File: src/rtl/pc_seq_pkg.sv
// Shared defaults and helpers for the multi-thread PC sequencer.
// Optional link-register capture is enabled by defining PC_LINK_EN.
package pc_seq_pkg;

    localparam int PC_WIDTH_D    = 9;
    localparam int NUM_THREADS_D = 4;
    localparam int RESET_PC_D    = 0;

    // Thread-id width; a single thread still needs one bit of id.
    function automatic int tid_w(input int n);
        return (n > 1) ? $clog2(n) : 1;
    endfunction

endpackage

File: src/rtl/rr_thread_arbiter.sv
// Combinational round-robin pick of the next active thread.
// The current thread is searched last so every active thread gets a turn.
module rr_thread_arbiter
    import pc_seq_pkg::*;
#(
    parameter int NUM_THREADS = NUM_THREADS_D,
    localparam int TID_W      = tid_w(NUM_THREADS)
) (
    input  logic [NUM_THREADS-1:0] i_thread_en,
    input  logic [TID_W-1:0]       i_cur,
    output logic [TID_W-1:0]       o_nxt,
    output logic                   o_any
);

    // Scan from farthest to nearest offset so the nearest active thread wins.
    always_comb begin
        o_nxt = i_cur;
        o_any = 1'b0;
        for (int k = NUM_THREADS; k >= 1; k--) begin
            if (i_thread_en[TID_W'((int'(i_cur) + k) % NUM_THREADS)]) begin
                o_nxt = TID_W'((int'(i_cur) + k) % NUM_THREADS);
                o_any = 1'b1;
            end
        end
    end

endmodule

File: src/rtl/pc_sequencer.sv
// Multi-thread PC sequencer: one (thread, PC) fetch per cycle, round-robin.
// Define PC_LINK_EN to capture link registers on branches.
module pc_sequencer
    import pc_seq_pkg::*;
#(
    parameter int PC_WIDTH    = PC_WIDTH_D,
    parameter int NUM_THREADS = NUM_THREADS_D,
    parameter int RESET_PC    = RESET_PC_D,
    localparam int TID_W      = tid_w(NUM_THREADS)
) (
    input  logic                   clk,
    input  logic                   reset,
    input  logic                   en,
    input  logic                   stall,
    input  logic [NUM_THREADS-1:0] thread_en,
    input  logic                   br_valid,
    input  logic [TID_W-1:0]       br_thread,
    input  logic [PC_WIDTH-1:0]    br_target,
    input  logic                   br_link,
    output logic [PC_WIDTH-1:0]    pc_out,
    output logic [TID_W-1:0]       thread_id,
    output logic                   pc_valid,
    output logic [PC_WIDTH-1:0]    lr_out
);

    logic [PC_WIDTH-1:0] r_pc [NUM_THREADS];
    logic [TID_W-1:0]    r_cur;
    logic [PC_WIDTH-1:0] r_pc_out;
    logic [TID_W-1:0]    r_tid;
    logic                r_valid;

    logic [TID_W-1:0]    w_nxt;
    logic                w_any;
    logic                w_issue;
    logic                w_br_ok;
    logic                w_bypass;
    logic [PC_WIDTH-1:0] w_issue_pc;

    rr_thread_arbiter #(
        .NUM_THREADS (NUM_THREADS)
    ) u_arb (
        .i_thread_en (thread_en),
        .i_cur       (r_cur),
        .o_nxt       (w_nxt),
        .o_any       (w_any)
    );

    assign w_issue    = en && !stall && w_any;
    assign w_br_ok    = br_valid && (int'(br_thread) < NUM_THREADS);
    assign w_bypass   = w_issue && w_br_ok && (br_thread == w_nxt);
    assign w_issue_pc = w_bypass ? br_target : r_pc[w_nxt];

    // Branch redirect every cycle, then issue overrides the selected thread.
    always_ff @(posedge clk or negedge reset) begin
        if (!reset) begin
            for (int t = 0; t < NUM_THREADS; t++) begin
                r_pc[t] <= PC_WIDTH'(RESET_PC);
            end
            r_cur    <= TID_W'(NUM_THREADS - 1);
            r_pc_out <= PC_WIDTH'(RESET_PC);
            r_tid    <= '0;
            r_valid  <= 1'b0;
        end else begin
            for (int t = 0; t < NUM_THREADS; t++) begin
                if (w_br_ok && br_thread == TID_W'(t)) begin
                    r_pc[t] <= br_target;
                end
            end
            if (w_issue) begin
                r_pc[w_nxt] <= w_issue_pc + 1'b1;
                r_cur       <= w_nxt;
                r_pc_out    <= w_issue_pc;
                r_tid       <= w_nxt;
                r_valid     <= 1'b1;
            end else if (!stall) begin
                r_valid <= 1'b0;
            end
        end
    end

    assign pc_out    = r_pc_out;
    assign thread_id = r_tid;
    assign pc_valid  = r_valid;

`ifdef PC_LINK_EN
    logic [PC_WIDTH-1:0] r_lr [NUM_THREADS];
    logic [PC_WIDTH-1:0] r_lr_out;

    // Capture the pre-redirect PC as link; bypass it when issued same cycle.
    always_ff @(posedge clk or negedge reset) begin
        if (!reset) begin
            for (int t = 0; t < NUM_THREADS; t++) begin
                r_lr[t] <= '0;
            end
            r_lr_out <= '0;
        end else begin
            for (int t = 0; t < NUM_THREADS; t++) begin
                if (w_br_ok && br_link && br_thread == TID_W'(t)) begin
                    r_lr[t] <= r_pc[t];
                end
            end
            if (w_issue) begin
                r_lr_out <= (w_bypass && br_link) ? r_pc[w_nxt] : r_lr[w_nxt];
            end
        end
    end

    assign lr_out = r_lr_out;
`else
    logic w_unused_link;

    assign w_unused_link = br_link;
    assign lr_out        = '0;
`endif

endmodule
File: config.mk
export PLATFORM = sky130hd
export DESIGN_NAME = pc_sequencer
export DESIGN_NICKNAME = d
export VERILOG_FILES = /design/src/rtl/pc_seq_pkg.sv /design/src/rtl/rr_thread_arbiter.sv /design/src/rtl/pc_sequencer.sv
export SDC_FILE = /design/constraint.sdc
export NUM_CORES = 1
export LEC_CHECK = 0
export ABC_AREA = 1
export CAP_MARGIN = 25
export CELL_PAD_IN_SITES_DETAIL_PLACEMENT = 0
export CELL_PAD_IN_SITES_GLOBAL_PLACEMENT = 2
export CORE_MARGIN = 8
export CORE_UTILIZATION = 31
export DETAILED_ROUTE_END_ITERATION = 8
export PLACE_DENSITY = 0.77
export SYNTH_ARGS = -nofsm -noshare
export SYNTH_HDL_FRONTEND = slang
export SYNTH_HIERARCHICAL = 1
export SYNTH_SLANG_ARGS = --single-unit
export TNS_END_PERCENT = 1
File: constraint.sdc
create_clock -name clk -period 3.3 [get_ports clk]
set_input_delay 0.495 -clock clk [delete_from_list [all_inputs] [get_ports clk]]
set_output_delay 0.495 -clock clk [all_outputs]
set_load 0.02 [all_outputs]
==> metrics, run 1 <==
Slew @ Worst Pin around 0.63 ns; leading area contributor after synthesis dfrtp_1; placed instance area slightly below 0.004 mm²; Final Slew Violations 0; fin area 0.004068 mm²; CTS Buffer Depth 2; placed wire-length estimate between 8 and 9 mm; status finished, final reports clean; CTS Buf Count 5; top-area cell type share of the netlist area approximately 36%; final hold violations 0; ratio of cells with drive above 1 in the final layout ~16%; Flop pwr share 21.2%; maximum clock frequency 0.3317 GHz; clock slew at reported path FFs 0.10 ns; Psw 2.677 mW; Yosys warning total 6; Fill cells ~1200; Die W 120.1 µm; Antenna diodes 0; GRT Util Overall roughly 15%; Setup TNS Final 0 ns; total die area 0.01442 mm²; H-tree depth 2; initial DRC count 225; CP endpoint kind flop; Seq/Total Area, Yosys 37.33%; logic gate share of total power 70.1%; Die Y around 120 µm; Via density 4.696; largest net degree at the start of global routing 28; worst-path maximum fanout 13; # DRC 0; fin crit share 91.35%; Post-CTS Hold Buffers 0; Reg2Reg Depth 23; Pleak around 2.1 nW; Min-Delay Path Class in -> async; DR vias between 3000 and 4000; Syn Area/Cell 6.784 µm²; ys flop type dfrtp_1; global-route wire length before repair 17.54 mm; worst vdd ir ~360 µV; clk_lat worst skew around 0.3 ns; clock power share 8.7%; library cells used by synthesis 33; WL/cell 15.74 µm; Synth Register Bits 50; Startpoint Class flop; Rel. slew slack between 50% and 60%; internal power 2.459 mW; final wirelength 10.78 mm; power density over the cells 1263 mW/mm²; vias in the first global route 3145; Cell Rows 38; crit path kind reg -> reg; final setup vio count 0; most common cell in the netlist nand2_1; Setup Skew slightly above 0.007 ns; Starting Density between 30% and 40%; CTS tree done; Net Sw Frac 52.12%; antenna-violating nets left 0; number of enable flip-flop cells after synthesis 0; core area 0.01070 mm²; Area contributors post-synth dfrtp_1, nand2_1, o21ai_0; I/O Buffers 31; initial antenna violation count 0; ys async rst share 100.0%; Tmin final ~3 ns; Mapped Cells around 500; DRT Pass-1 Iters 5; WP data arrival ~3.2 ns; clk root buf clkbuf_8; Final nets 566; unrepaired setup endpoints after global routing false; WP data required 3.47 ns; gpl congestion 0.8785; I/O pin count 42; CTS sink cnt 50; Area Growth Syn to Fin 21.13%; Synth Cell Area 0.003358 mm²; global route total overflow 0; synth cell count leaders nand2_1, dfrtp_1, inv_1; MaxCap Viol Count 0
## cell type report
cell class / count / area [µm²] / area share [%]
multi-input cells: 376 / 1789 / 43.99
inverters: 52 / 205.2 / 5.045
repair buffers: 59 / 531.8 / 13.07
well taps: 140 / 175.2 / 4.306
clock inverters: 3 / 40.04 / 0.9843
flip-flops and latches: 50 / 1257 / 30.91
clock buffers: 5 / 68.82 / 1.692
## per-stage QoR
| step | cells | hold slack (ns) | utilization, % | power, mW | worst slack [ns] |
|---|---|---|---|---|---|
| global placement | 676 | 0.4675 | 36.78 | 4.671 | -0.01538 |
| global route | 685 | 0.2169 | 38.02 | 5.679 | 0.007520 |
| floorplan | 503 | 0.1994 | - | 3.408 | 0.6176 |
| CTS | 684 | 0.1953 | 37.80 | 5.150 | 0.2142 |
| detailed placement | 676 | 0.4708 | 36.78 | 4.684 | -0.04188 |
| finish | 685 | 0.1767 | 38.02 | 5.136 | 0.2853 |
## per-layer routing
layer	up-vias	GRT usage [%]	wire length [µm]	part of all wire (%)
met5	-	0	0	0
met2	58	25.81	5197	48
li1	1654	-	-	-
met3	5	2.489	392	3.6
met4	0	2.342	66	0.61
met1	1500	20.82	5124	48
## flip-flops by register name (all words and copies together), names as in the netlist
| register | count |
|---|---|
| r_cur | 2 |
| r_pc | 36 |
| pc_valid | 1 |
| pc_out | 9 |
| thread_id | 2 |
## power groups by stage
stage / clock network (mW) / registers [mW] / logic (mW)
after floorplan: 0 / 1.11 / 2.30
after global placement: 0 / 1.09 / 3.58
after detailed placement: 0 / 1.10 / 3.58
after CTS: 0.462 / 1.09 / 3.60
after global routing: 0.488 / 1.12 / 4.07
final: 0.448 / 1.09 / 3.60
## repair_timing
action	CTS	global route
setup buffers	0	1
setup endpoints to repair	0	16
resized for setup	0	5
## layout by cell type, fill, tap and decap left out, types with 3 or more instances in the layout
| cell type | instances |
|---|---|
| conb_1 | 9 |
| buf_4 | 26 |
| o21ai_1 | 10 |
| clkbuf_8 | 5 |
| nor2_1 | 14 |
| o211ai_1 | 12 |
| a22oi_1 | 3 |
| nand3_2 | 4 |
| nand2_4 | 3 |
| a21oi_1 | 14 |
| inv_1 | 43 |
| inv_2 | 5 |
| nor2_2 | 3 |
| clkdlybuf4s50_1 | 30 |
| dfrtp_1 | 48 |
| nand3_1 | 34 |
| nand2_2 | 21 |
| o21ai_0 | 37 |
| nand2_1 | 197 |
## logic make-up (layout without fill, tap and decap cells)
group | Yosys count | in the layout | synth area share (%)
other cells | 1 | 9 | 0.1117
simple gates | 282 | 282 | 36.92
fa+ha+maj | 1 | 1 | 0.3725
buf+inv | 77 | 119 | 10.54
flops | 50 | 50 | 37.33
compound gates | 81 | 81 | 13.49
xor+xnor | 3 | 3 | 1.230
## final timing paths
kind	from	end	slack [ns]
min in group clk	pc_valid	pc_valid	0.50
worst max-delay path	r_cur[0]	r_pc[4]	0.29
worst min-delay path	reset	thread_id[1]	0.18
worst max register to register	r_cur[0]	r_pc[4]	0.29
max in group asynchronous	reset	r_pc[4]	2.32
worst min register to register	pc_valid	pc_valid	0.50
## worst max-delay path: stages (launching register included)
cell     delay [ns]
dfstp_4        0.71
buf_4          0.14
nand2_1        0.06
nand2_2        0.07
nand2_1        0.07
nand2_2        0.09
inv_2          0.04
nand2_1        0.06
nand2_1        0.05
nand2_1        0.07
inv_2          0.07
buf_12         0.15
nand2_1        0.05
inv_1          0.05
nand2_1        0.06
nand2_1        0.08
nor2_1         0.11
nand2_1        0.05
nand2_1        0.07
ha_1           0.20
nand2_2        0.11
nor2_8         0.16
xor2_2         0.26
o21ai_1        0.09
Note: power is estimated with default switching activity, not from simulation.
==> run 2: changes to the inputs <==
--- a/config.mk
+++ b/config.mk
@@ -6,7 +6,7 @@
 export NUM_CORES = 1
 export LEC_CHECK = 0
 export ABC_AREA = 1
-export CAP_MARGIN = 25
+export CAP_MARGIN = 15
 export CELL_PAD_IN_SITES_DETAIL_PLACEMENT = 0
 export CELL_PAD_IN_SITES_GLOBAL_PLACEMENT = 2
 export CORE_MARGIN = 8
==> results of run 2 <==
Final layout, timing and power as in run 1 (identical DEF).
==> run 3: changes to the inputs <==
--- a/config.mk
+++ b/config.mk
@@ -6,6 +6,7 @@
 export NUM_CORES = 1
 export LEC_CHECK = 0
 export ABC_AREA = 1
+export ABC_CLOCK_PERIOD_IN_PS = 3300
 export CAP_MARGIN = 15
 export CELL_PAD_IN_SITES_DETAIL_PLACEMENT = 0
 export CELL_PAD_IN_SITES_GLOBAL_PLACEMENT = 2
==> results of run 3 <==
Final layout, timing and power as in run 1 (identical DEF).
